**config.mk**
```make
export PLATFORM = sky130hd
export DESIGN_NAME = hs_rr_arbiter
export DESIGN_NICKNAME = d
export VERILOG_FILES = /design/src/rtl/hs_rr_arbiter_pkg.sv /design/src/rtl/hs_reg_slice.sv /design/src/rtl/hs_rr_arbiter.sv
export SDC_FILE = /design/constraint.sdc
export NUM_CORES = 1
export LEC_CHECK = 0
export BUFFER_PORTS_ARGS = -buffer_cell sky130_fd_sc_hd__buf_2
export CORE_ASPECT_RATIO = 1.75
export CORE_MARGIN = 2
export CORE_UTILIZATION = 30
export CTS_BUF_LIST = sky130_fd_sc_hd__clkbuf_4 sky130_fd_sc_hd__clkbuf_8
export DETAILED_ROUTE_END_ITERATION = 8
export PLACE_DENSITY = 0.65
export SLEW_MARGIN = 20
export SYNTH_ARGS = -nofsm -noshare
export SYNTH_HDL_FRONTEND = slang
export SYNTH_SLANG_ARGS = --single-unit
```
**constraint.sdc**
```tcl
create_clock -name clk -period 2.1 [get_ports clk]
set_input_delay 0.315 -clock clk [delete_from_list [all_inputs] [get_ports clk]]
set_output_delay 0.315 -clock clk [all_outputs]
set_load 0.005 [all_outputs]
```
**src/rtl/hs_rr_arbiter_pkg.sv**
```systemverilog
// Shared handshake definitions: arbiter state encoding, counter width, clog2 helper.
package hs_rr_arbiter_pkg;

    typedef enum logic {
        IDLE  = 1'b0,
        GRANT = 1'b1
    } arb_state_e;

    // Wide enough for beat_cnt up to MAX_BURST-1 = 14.
    localparam int CNT_W = 4;

    // Ceiling log2, used for the source-index width; returns at least 1.
    function automatic int hs_clog2(input int n);
        int r;
        r = 1;
        for (int i = 1; i < 31; i++) begin
            if ((1 << i) < n) r = i + 1;
        end
        return r;
    endfunction

endpackage

```
**src/rtl/hs_reg_slice.sv**
```systemverilog
// One-entry output register: holds a beat (data + source tag) until downstream takes it.
module hs_reg_slice #(
    parameter int WORD_WIDTH = 8,
    parameter int SRC_W      = 2
) (
    input  logic                  clk,
    input  logic                  rst,
    input  logic                  in_valid,
    output logic                  in_ready,
    input  logic [WORD_WIDTH-1:0] in_data,
    input  logic [SRC_W-1:0]      in_src,
    output logic                  out_valid,
    output logic [WORD_WIDTH-1:0] out_data,
    output logic [SRC_W-1:0]      out_src,
    input  logic                  out_ready
);

    // Accept a new beat whenever the slot is empty or draining this cycle.
    assign in_ready = !out_valid || out_ready;

    // Load on upstream transfer; otherwise drop valid once downstream takes the beat.
    always_ff @(posedge clk or posedge rst) begin
        if (rst) begin
            out_valid <= 1'b0;
            out_data  <= '0;
            out_src   <= '0;
        end else if (in_valid && in_ready) begin
            out_valid <= 1'b1;
            out_data  <= in_data;
            out_src   <= in_src;
        end else if (out_ready) begin
            out_valid <= 1'b0;
        end
    end

endmodule

```
**src/rtl/hs_rr_arbiter.sv**
```systemverilog
// Round-robin burst arbiter: N_REQ valid/ready requesters muxed onto one registered output.
module hs_rr_arbiter
    import hs_rr_arbiter_pkg::*;
#(
    parameter int N_REQ      = 4,
    parameter int WORD_WIDTH = 8,
    parameter int MAX_BURST  = 4
) (
    input  logic                          clk,
    input  logic                          rst,
    input  logic [N_REQ-1:0]              up_valid,
    input  logic [N_REQ*WORD_WIDTH-1:0]   up_data,
    output logic [N_REQ-1:0]              up_ready,
    output logic                          down_valid,
    output logic [WORD_WIDTH-1:0]         down_data,
    output logic [hs_clog2(N_REQ)-1:0]    down_src,
    input  logic                          down_ready
);

    localparam int SRC_W = hs_clog2(N_REQ);
    localparam logic [CNT_W-1:0] LAST_BEAT = CNT_W'(MAX_BURST - 1);
    localparam logic [SRC_W-1:0] LAST_REQ  = SRC_W'(N_REQ - 1);

    arb_state_e                      state, state_nx;
    logic [SRC_W-1:0]                grant_idx, grant_nx;
    logic [SRC_W-1:0]                ptr, ptr_nx;
    logic [CNT_W-1:0]                beat_cnt, cnt_nx;
    logic [SRC_W-1:0]                rr_sel;
    logic [SRC_W-1:0]                grant_inc;
    logic [N_REQ-1:0][WORD_WIDTH-1:0] up_words;
    logic                            slice_valid, slice_ready, fire;

    assign up_words    = up_data;
    assign grant_inc   = (grant_idx == LAST_REQ) ? '0 : grant_idx + 1'b1;
    assign slice_valid = (state == GRANT) && up_valid[grant_idx];
    assign fire        = slice_valid && slice_ready;

    // First valid requester at or after ptr, wrapping at N_REQ-1.
    always_comb begin
        rr_sel = ptr;
        for (int i = N_REQ - 1; i >= 0; i--) begin
            int j;
            logic [SRC_W-1:0] cand;
            j = int'(ptr) + i;
            if (j >= N_REQ) j = j - N_REQ;
            cand = SRC_W'(j);
            if (up_valid[cand]) rr_sel = cand;
        end
    end

    // Only the granted requester sees ready, and only when the output slot can take a beat.
    always_comb begin
        up_ready = '0;
        if (state == GRANT) up_ready[grant_idx] = slice_ready;
    end

    // Next-state: grant from IDLE, release on full burst or when the owner drops valid.
    always_comb begin
        state_nx = state;
        grant_nx = grant_idx;
        ptr_nx   = ptr;
        cnt_nx   = beat_cnt;
        case (state)
            IDLE: begin
                if (|up_valid) begin
                    state_nx = GRANT;
                    grant_nx = rr_sel;
                    cnt_nx   = '0;
                end
            end
            GRANT: begin
                if (!up_valid[grant_idx] || (fire && beat_cnt == LAST_BEAT)) begin
                    state_nx = IDLE;
                    ptr_nx   = grant_inc;
                end else if (fire) begin
                    cnt_nx = beat_cnt + 1'b1;
                end
            end
            default: state_nx = IDLE;
        endcase
    end

    // Arbiter state registers.
    always_ff @(posedge clk or posedge rst) begin
        if (rst) begin
            state     <= IDLE;
            grant_idx <= '0;
            ptr       <= '0;
            beat_cnt  <= '0;
        end else begin
            state     <= state_nx;
            grant_idx <= grant_nx;
            ptr       <= ptr_nx;
            beat_cnt  <= cnt_nx;
        end
    end

    hs_reg_slice #(
        .WORD_WIDTH (WORD_WIDTH),
        .SRC_W      (SRC_W)
    ) u_out (
        .clk       (clk),
        .rst       (rst),
        .in_valid  (slice_valid),
        .in_ready  (slice_ready),
        .in_data   (up_words[grant_idx]),
        .in_src    (grant_idx),
        .out_valid (down_valid),
        .out_data  (down_data),
        .out_src   (down_src),
        .out_ready (down_ready)
    );

endmodule

```
==> run summary <==
The flow ran to the end, and the final reports show no timing, DRC or antenna violations. The critical path starts at grant_idx[0]. In the final timing run, aggregate negative setup slack is 0 ps. In this run the critical register-to-register path is captured at ptr[0].

Critical path class: reg2out. Data on the critical path is required at its endpoint by 1780 ps. The final count of pins violating max slew is 0, and the number of antenna violations at the first check in global routing is 0.

The final cycle utilization of the critical path came out at 88.02%. For the number of max-cap violations, the log shows 0. Port buffering added 53 buffers. The region available for standard cell placement spans 4111 um^2.

The tools report the number of buffers inserted for hold repair after clock tree synthesis as 0. For the final database, setup skew stands at 2.886 ps. The worst setup path is launched from a flip-flop. The die is 90.37 um tall.

No sink is reached through more buffers than the 2 on the longest clock path. The clock root buffer was clkbuf_8. TritonCTS created 3 clock buffers.

STA classifies the critical path endpoint as an output pin. After clock tree synthesis, the setup repair step added 0 buffers. In the layout the commonest cells are buf_2 (53), dfrtp_1 (20), mux2i_1 (16). The first detailed-routing pass took 4 iterations. The die width is 53.35 um, and the largest driver fanout on the critical path is 19. Synthesis handed over a netlist of 121 instances. For the overall routing resource usage, the log shows 13.32%.

The number of global-route vias before repair was 1124; the die area was 4821 um^2. For this run, the number of Yosys warnings is 0. The tightest min-delay check is of the in2async type. The setup check on the worst reg-to-reg path leaves a slack of 310 ps.

The top achievable clock speed is 0.5410 GHz. The post-CTS clock slew at the launch and capture registers of the worst setup and hold paths works out to 80 ps. The number of antenna diodes in the final layout is 0. Number of H-tree branching levels: 1.

In this run the static leakage power is 0.8470 nW. The CTS sink count came out at 20. The tools report the final setup violation count as 0. For the worst slew slack as a fraction of its limit, the log shows 49.80%.

Once the floorplan was initialized, standard cells occupied 31.10% of the core. The via count came out at 1093. Counting every net in the synthesized netlist gives 165.

Final standard cell count with taps included and fillers excluded: 222. The count of nets left with antenna violations once routing finished came out at 0. The average instance in the mapped netlist occupies 10.57 um^2. Portion of synthesized cell area occupied by the leading cell type: 39.14%.

The depth of the worst register-to-register path was 4; the placed cell area was 1577 um^2. The synthesis-to-finish area growth was 28.86%; the utilization after layout was 40.08%. Setup repair after global routing left no endpoint under its margin. The number of gates resized after CTS is 0, and the placement row count is 31. Summing the sequential cell areas from Yosys gives 39.14% of the chip area. The post-synth design cell area is 1279 um^2, and the HPWL after detailed placement is 2.393 mm. For the number of DRC markers after the initial detailed-route iteration, the log shows 22. For the worst-skew pair, the clock arrives at the later sink with an insertion delay of 260 ps.

After detailed routing, the number of vias per cell comes to 4.923. The overall overflow remaining after global route was 0; the power density normalized to cell area was 1312 nW/um^2. The wire length of the first global-routing pass was 4.878 mm; the maximum number of pins on one net before global-route repair was 21. Distinct cell type count after synthesis: 31. In the final layout, the share of cells above drive strength 1 is 39.31%. The number of top-level pins is 54. Counting flops and latches in the post-synthesis netlist gives 20.

TritonCTS built the clock tree. The run gives 1648 um^2 as the cell area after layout. The worst-case IR drop observed on VDD is 0.6779 mV.

In the routed design, unresolved DRC markers number 0. The tools report the number of nets at the end of the flow as 218. Ranked by total cell area, the synthesized netlist is headed by dfrtp_1 (39%), mux2i_1 (13%), mux4_1 (6.2%). The routed design has 3.045 mm of wire. The number of hold violations in the final report came out at 0.

The congestion estimate from routability-driven global placement came to 0.7486. The startpoint of the most critical register-to-register path was beat_cnt[0]. The biggest area contributor in the post-synthesis netlist is dfrtp_1.

Dividing the detail-routed wire length by the instance count gives 13.72 um. The arrival time of the worst setup path came out at 1530 ps. The most common cell after layout, fill and taps aside was buf_2. In this run, placement finished with an instance count of 218. The minimum clock period after layout came out at 1848 ps.

For the pin with the worst max-slew slack, the measured transition is 752.2 ps.
[final cells by class]
type,instances,area [um^2]
Clock buffer,3,41.29
Clock inverter,1,30.03
Fill cell,423,2464
Inverter,6,22.52
Multi-Input combinational cell,88,711.9
Sequential cell,20,500.5
Tap cell,49,61.31
Timing Repair Buffer,55,280.3
[synthesized netlist by cell type]
| library cell | n |
|---|---|
| dfrtp_1 | 20 |
| mux2i_1 | 16 |
| nand2_1 | 10 |
| o21ai_0 | 9 |
| nor2_1 | 8 |
| inv_1 | 6 |
| and3_1 | 5 |
| ha_1 | 5 |
| nand3_1 | 4 |
| clkbuf_1 | 3 |
| mux2_2 | 3 |
| mux2_4 | 3 |
| mux4_1 | 3 |
| a21oi_1 | 2 |
| buf_2 | 2 |
| buf_6 | 2 |
| nand2b_1 | 2 |
| nor2b_1 | 2 |
| nor3_1 | 2 |
| o21a_1 | 2 |
| o221ai_1 | 2 |
| a211oi_1 | 1 |
| a21o_1 | 1 |
| a2bb2oi_1 | 1 |
| mux4_2 | 1 |
| nand4_1 | 1 |
| o211ai_1 | 1 |
| o22ai_1 | 1 |
| o31ai_1 | 1 |
| or3_2 | 1 |
| or3b_2 | 1 |
[sequential cells by signal, summed over array words and instances (netlist names)]
name and cells:
u_out.out_data 8, beat_cnt 4, grant_idx 2, ptr 2, u_out.out_src 2, state 1
u_out.out_valid 1
[worst max path at each step]
stage / to / slack [ps] / depth (start not counted)
finish: up_ready[0] / 250 / 5
global placement: u_out.out_data[2] / 300 / 4
CTS: up_ready[0] / 220 / 5
detailed placement: u_out.out_data[1] / 280 / 4
floorplan: u_out.out_data[0] / 350 / 5
global route: up_ready[0] / 150 / 5
[cells by family after synthesis]
family	share of synthesized area (%)
compound gates	10.37
fa+ha+maj	4.892
simple gates	13.80
flops	39.14
buf+inv	5.186
mux	26.61
[where the power goes]
group          internal (W)  switching, W
clock network      0.000255      0.000133
registers          0.000558      0.000127
logic              0.000551      0.000538
[worst max-delay path: stages, from the launching register on]
cell and delay, ps:
dfrtp_1 360, buf_4 300, inv_1 130, ha_1 200
and3_1 160, buf_2 120
[layer usage]
| metal | global-route usage [%] | up-vias | share of wire [%] |
|---|---|---|---|
| li1 | - | 540 | - |
| met4 | 5.128 | 0 | 1.8 |
| met1 | 14.98 | 521 | 38 |
| met3 | 1.656 | 4 | 3.3 |
| met2 | 23.97 | 28 | 57 |
| met5 | 0 | - | 0 |
[per-stage QoR]
step	total power (W)	hold WS [ps]	setup slack (ps)
2_1_floorplan	0.001480	278.8	347.0
4_1_cts	0.002194	194.7	224.5
5_1_grt	0.002331	249.2	152.0
3_3_place_gp	0.001781	460.9	295.7
6_report	0.002162	170.0	251.6
3_5_place_dp	0.001798	468.3	275.1
(Power assumes the default switching activity.)
